<file path="src/rtl/regfile_dump_unit.sv">
// regfile_dump_unit: halts the CPU after DUMP_CYCLE cycles or on a manual
// trigger, then streams a frame of HDR_BYTE followed by all 32 registers
// (MSB first, register 0 first) over a valid/ready byte interface.
//
// Ports:
//   clk        system clock, rising edge
//   rst        asynchronous reset, active low
//   trigger    manual dump request (level or pulse), honoured only while running
//   cpu_halt   freezes the CPU while high
//   rf_raddr   register-file read address (registered)
//   rf_rdata   register-file read data, combinational from rf_raddr
//   tx_data    stream byte
//   tx_valid   tx_data valid
//   tx_ready   consumer ready; transfer on an edge with tx_valid & tx_ready
//   done       frame complete (terminal until reset)
//   cycle_cnt  CPU cycles elapsed since reset, frozen once the dump starts
module regfile_dump_unit #(
  parameter int unsigned DUMP_CYCLE = 152,
  parameter logic [7:0]  HDR_BYTE   = 8'hA5
) (
  input  logic        clk,
  input  logic        rst,
  input  logic        trigger,
  output logic        cpu_halt,
  output logic [4:0]  rf_raddr,
  input  logic [31:0] rf_rdata,
  output logic [7:0]  tx_data,
  output logic        tx_valid,
  input  logic        tx_ready,
  output logic        done,
  output logic [31:0] cycle_cnt
);

  localparam logic [2:0] S_RUN   = 3'd0;
  localparam logic [2:0] S_HDR   = 3'd1;
  localparam logic [2:0] S_LATCH = 3'd2;
  localparam logic [2:0] S_SEND  = 3'd3;
  localparam logic [2:0] S_DONE  = 3'd4;

  localparam logic [31:0] LAST_RUN_CNT = DUMP_CYCLE - 32'd1;

  logic [2:0]  state;
  logic [31:0] shreg;
  logic [1:0]  byte_idx;
  logic        xfer;

  assign xfer = tx_valid & tx_ready;

  always_ff @(posedge clk or negedge rst) begin
    if (!rst) begin
      state     <= S_RUN;
      cycle_cnt <= '0;
      cpu_halt  <= 1'b0;
      rf_raddr  <= '0;
      tx_data   <= '0;
      tx_valid  <= 1'b0;
      done      <= 1'b0;
      shreg     <= '0;
      byte_idx  <= '0;
    end else begin
      case (state)
        S_RUN: begin
          cycle_cnt <= cycle_cnt + 32'd1;
          if ((cycle_cnt == LAST_RUN_CNT) || trigger) begin
            state    <= S_HDR;
            cpu_halt <= 1'b1;
            tx_data  <= HDR_BYTE;
            tx_valid <= 1'b1;
            rf_raddr <= '0;
          end
        end

        S_HDR: begin
          if (xfer) begin
            tx_valid <= 1'b0;
            state    <= S_LATCH;
          end
        end

        S_LATCH: begin
          shreg    <= rf_rdata;
          tx_data  <= rf_rdata[31:24];
          tx_valid <= 1'b1;
          byte_idx <= '0;
          state    <= S_SEND;
        end

        S_SEND: begin
          if (xfer) begin
            if (byte_idx == 2'd3) begin
              tx_valid <= 1'b0;
              if (rf_raddr == 5'd31) begin
                state <= S_DONE;
                done  <= 1'b1;
              end else begin
                rf_raddr <= rf_raddr + 5'd1;
                state    <= S_LATCH;
              end
            end else begin
              // Rotate rather than shift: the byte on tx_data is always
              // shreg[31:24], so the next one is shreg[23:16].
              shreg    <= {shreg[23:0], shreg[31:24]};
              tx_data  <= shreg[23:16];
              byte_idx <= byte_idx + 2'd1;
            end
          end
        end

        S_DONE: begin
          // Terminal until reset.
        end

        default: state <= S_RUN;
      endcase
    end
  end

endmodule

</file>
<file path="config.mk">
export PLATFORM = sky130hd
export DESIGN_NAME = regfile_dump_unit
export DESIGN_NICKNAME = d
export VERILOG_FILES = /design/src/rtl/regfile_dump_unit.sv
export SDC_FILE = /design/constraint.sdc
export NUM_CORES = 1
export LEC_CHECK = 0
export ABC_AREA = 1
export CORE_ASPECT_RATIO = 0.7
export CORE_MARGIN = 8
export CORE_UTILIZATION = 47
export DETAILED_ROUTE_END_ITERATION = 8
export PLACE_DENSITY = 0.76
export SLEW_MARGIN = 25
export SYNTH_ARGS = -nofsm -noshare
export SYNTH_HDL_FRONTEND = slang
export SYNTH_SLANG_ARGS = --single-unit
</file>
<file path="constraint.sdc">
create_clock -name clk -period 1.6 [get_ports clk]
set_input_delay 0.4 -clock clk [delete_from_list [all_inputs] [get_ports clk]]
set_output_delay 0.4 -clock clk [all_outputs]
set_load 0.01 [all_outputs]
</file>
==> results of run 1 <==
==> per-stage QoR <==
step                      instance area [um2]  cells  total power (W)  hold slack [ns]  utilization
after floorplan                          4470    588          0.00220            0.104            -
after global placement                   5990    854          0.00235            0.348        0.655
after detailed placement                 5990    854          0.00235            0.355        0.655
after CTS                                6760    894          0.00464            0.467        0.739
after global routing                     7200    911          0.00477            0.491        0.788
final                                    7200    911          0.00463            0.472        0.788
==> path summary, 6_finish.rpt <==
kind | startpoint | end | slack, ns | cells after the start
max reg2reg | cycle_cnt[1]$_DFFE_PN0P_ | state[1]$_DFFE_PN0P_ | -0.16 | 11
min | done$_DFFE_PN0P_ | done$_DFFE_PN0P_ | 0.47 | 2
min reg2reg | done$_DFFE_PN0P_ | done$_DFFE_PN0P_ | 0.47 | 2
min in group asynchronous | rst | cycle_cnt[8]$_DFFE_PN0P_ | 0.53 | 2
max | cycle_cnt[1]$_DFFE_PN0P_ | state[1]$_DFFE_PN0P_ | -0.16 | 11
max in group asynchronous | rst | cycle_cnt[18]$_DFFE_PN0P_ | 0.56 | 3
==> layout make-up <==
cell class                 instances  area, um2  share of cell area
timing repair buffer             199       1920               0.267
tap                              124        155              0.0215
multi-input combinational        408       2360               0.327
inverter                          79        312              0.0433
clock inverter                     7       98.8              0.0137
sequential                        85       2130               0.296
clock buffer                       9        225              0.0313
==> kinds of logic after synthesis <==
group / after synthesis / synth area share
buffers and inverters: 95 / 0.0820
xor gates and xnor gates: 22 / 0.0433
DFF: 85 / 0.478
and+or+nand+nor: 310 / 0.292
AOI/OAI and AO/OA: 72 / 0.0941
adders and majority gates: 4 / 0.0112
==> metal layers <==
layer	GRT usage	routed length, um	vias to the layer above
met2	0.354	7520	249
li1	-	-	2258
met5	0	0	-
met1	0.293	6950	2399
met4	0.0852	437	0
met3	0.0563	1160	43
==> worst register-to-register path, stage by stage (launching register included) <==
cell	delay [ns]
dfrtp_1	0.45
ha_4	0.19
nand2_4	0.07
nor2_4	0.10
nand2_1	0.07
nor2_1	0.08
nand2_1	0.09
nand3_2	0.09
buf_6	0.15
nand3_1	0.15
nand2_1	0.15
nand2_1	0.07
==> registers in the layout, summed over array words and instances (netlist names) <==
register	cells
byte_idx	2
tx_data	8
done	1
cycle_cnt	32
shreg	32
rf_raddr	5
cpu_halt	1
tx_valid	1
state	3
==> repair_timing <==
item | in CTS | in global routing
pin swaps | 26 | 47
setup endpoints to repair | 94 | 78
gates cloned | 5 | 4
resized for setup | 116 | 103
hold buffers | 1 | 0
buffers inserted | 19 | 14
hold endpoints to repair | 24 | 0
==> power groups by stage <==
stage	Combinational, W	Sequential (W)	Clock (W)
floorplan	0.0000138	0.00219	0
global placement	0.000162	0.00219	0
detailed placement	0.000163	0.00219	0
CTS	0.000170	0.00215	0.00232
global route	0.000186	0.00215	0.00244
finish	0.000172	0.00215	0.00231
==> cells in the final DEF, fill, tap and decap left out, drive strengths merged, types with 16 or more instances in the layout <==
| cell type | count |
|---|---|
| nor2 | 67 |
| xor2 | 20 |
| nand3 | 22 |
| nand2 | 190 |
| inv | 80 |
| o21ai | 39 |
| nor3 | 16 |
| dlygate4sd2 | 42 |
| buf | 114 |
| clkdlybuf4s50 | 34 |
| dfrtp | 85 |
==> summary.txt, run 1 <==
GRT
  • Vias in the first global route: 4671
  • Antenna violations before repair: 0
  • Total congestion overflow: 0
  • Largest net degree at the start of global routing: 49
  • First-pass GRT wire length: 23700 um
  • GRT Util Overall: 0.225

Run status
  • Failing checks: setup timing
  • Status: complete, but fails checks

Route
  • DRC Markers: 0
  • Routed Antenna Nets: 0
  • Initial DRT Pass Iterations: 5
  • Vias per cell: 5.43
  • DRT Wirelength: 16100 um
  • Violation count after the first detailed-routing iteration: 518
  • Via count: 4949
  • Avg WL per Cell: 17.6 um

Synthesis
  • Most used DFF post-synth: dfrtp_1
  • Synth top cells by count: nand2_1 (186), dfrtp_1 (85), inv_1 (76)
  • Synth top area share: 0.478
  • Synth area leaders: dfrtp_1 (48%), nand2_1 (16%), inv_1 (6.4%)
  • Mapped Nets: 628
  • Syn avg cell area: 7.57 um2
  • Yosys warns: 0
  • Post-synth top area cell: dfrtp_1
  • #FFs+latches synth: 85
  • Count leader, synth: nand2_1
  • Post-synth EDFFs: 0
  • Ys async rst share: 1.00
  • Sequential share of the synthesized area: 0.478
  • Post-Synthesis Cell Area: 4450 um2
  • Cells after synthesis: 588
  • Post-synthesis cell type count: 30

Critical path
  • Max FO, Critical Path: 7
  • Slowest CP cell: dfrtp_1
  • Startpoint types: flop
  • Crit path required time: 1.83 ns
  • Top delay family on crit path: simple AND/OR/NAND/NOR gates
  • CP peak stage delay: 0.45 ns
  • Most used cell, CP: nand2_1
  • CP bufs+invs: 1
  • Cells along the critical path: ha_4 -> nand2_4 -> nor2_4 -> nand2_1 -> nor2_1 -> nand2_1 -> nand3_2 -> buf_6 -> nand3_1 -> nand2_1 -> nand2_1
  • Worst EP arrival: 1.99 ns
  • Critical Path End Type: flop
  • Setup CP Type: flop to flop

Final layout
  • Syn-to-layout area delta: 61.7%
  • Fillers: 590
  • Share of cells above drive strength 1: 0.291
  • Final-stage net count: 822
  • ANT cells: 0

Run
  • Max-cap violations: 0

STA
  • Fmax: 0.569 GHz
  • Pins Over Slew Limit: 0
  • Final setup viols: 45
  • Final Hold Vio Count: 0
  • Max Clock Skew: 0.00478 ns
  • Tmin final: 1.76 ns
  • Slew headroom: 0.729
  • Final worst setup slack: -0.158 ns
  • Unrepaired setup endpoints after global routing: yes
  • Worst-Margin Slew: 0.407 ns
  • Setup tns final: -1.95 ns
  • Tcrit/Tclk final: 1.10

CTS
  • Worst-Skew Late Latency: 0.34 ns
  • Clock Sinks: 85
  • Htree depth: 3
  • CTS tree: done
  • Clock-pin slew on the worst setup and hold paths: 0.07 ns
  • Cts bufs inserted: 9
  • Root Buffer: clkbuf_16
  • Worst-case clock buffer depth: 2

Floorplan
  • Die X: 132 um
  • Die ar.: 12900 um2
  • Die height: 97.4 um
  • Row count: 29
  • Initial core utilization: 0.487
  • I/O pins: 84
  • Core area: 9140 um2

Pwr
  • Worst VDD drop: 0.567 mV
  • Clock Power Share: 0.499
  • PD cells: 644 nW/um2
  • Sw Pwr: 0.00102 W
  • Internal Power: 0.00362 W
  • Combinational Power Share: 0.037
  • Sw frac: 0.219
  • Lkg Pwr: 3.67 nW
  • Register share of total power: 0.463

Placement
  • I/O Buffers: 83
  • HPWL Detailed: 9530 um
  • Worst slack, placed: -0.212 ns
  • GPL Wtd Cong: 0.889

Min path
  • Hold Path Class: flop to flop
Note: power is estimated with default switching activity, not from simulation.
==> inputs of run 2 (changes only) <==
HOLD_SLACK_MARGIN = 0.06   (was not set)
==> results of run 2 <==
The final DEF is identical to that of run 1; final timing and power are the same.
==> inputs of run 3 (changes only) <==
CTS_CLUSTER_SIZE = 10   (was not set)
==> results of run 3 <==
The final DEF is identical to that of run 1; final timing and power are the same.
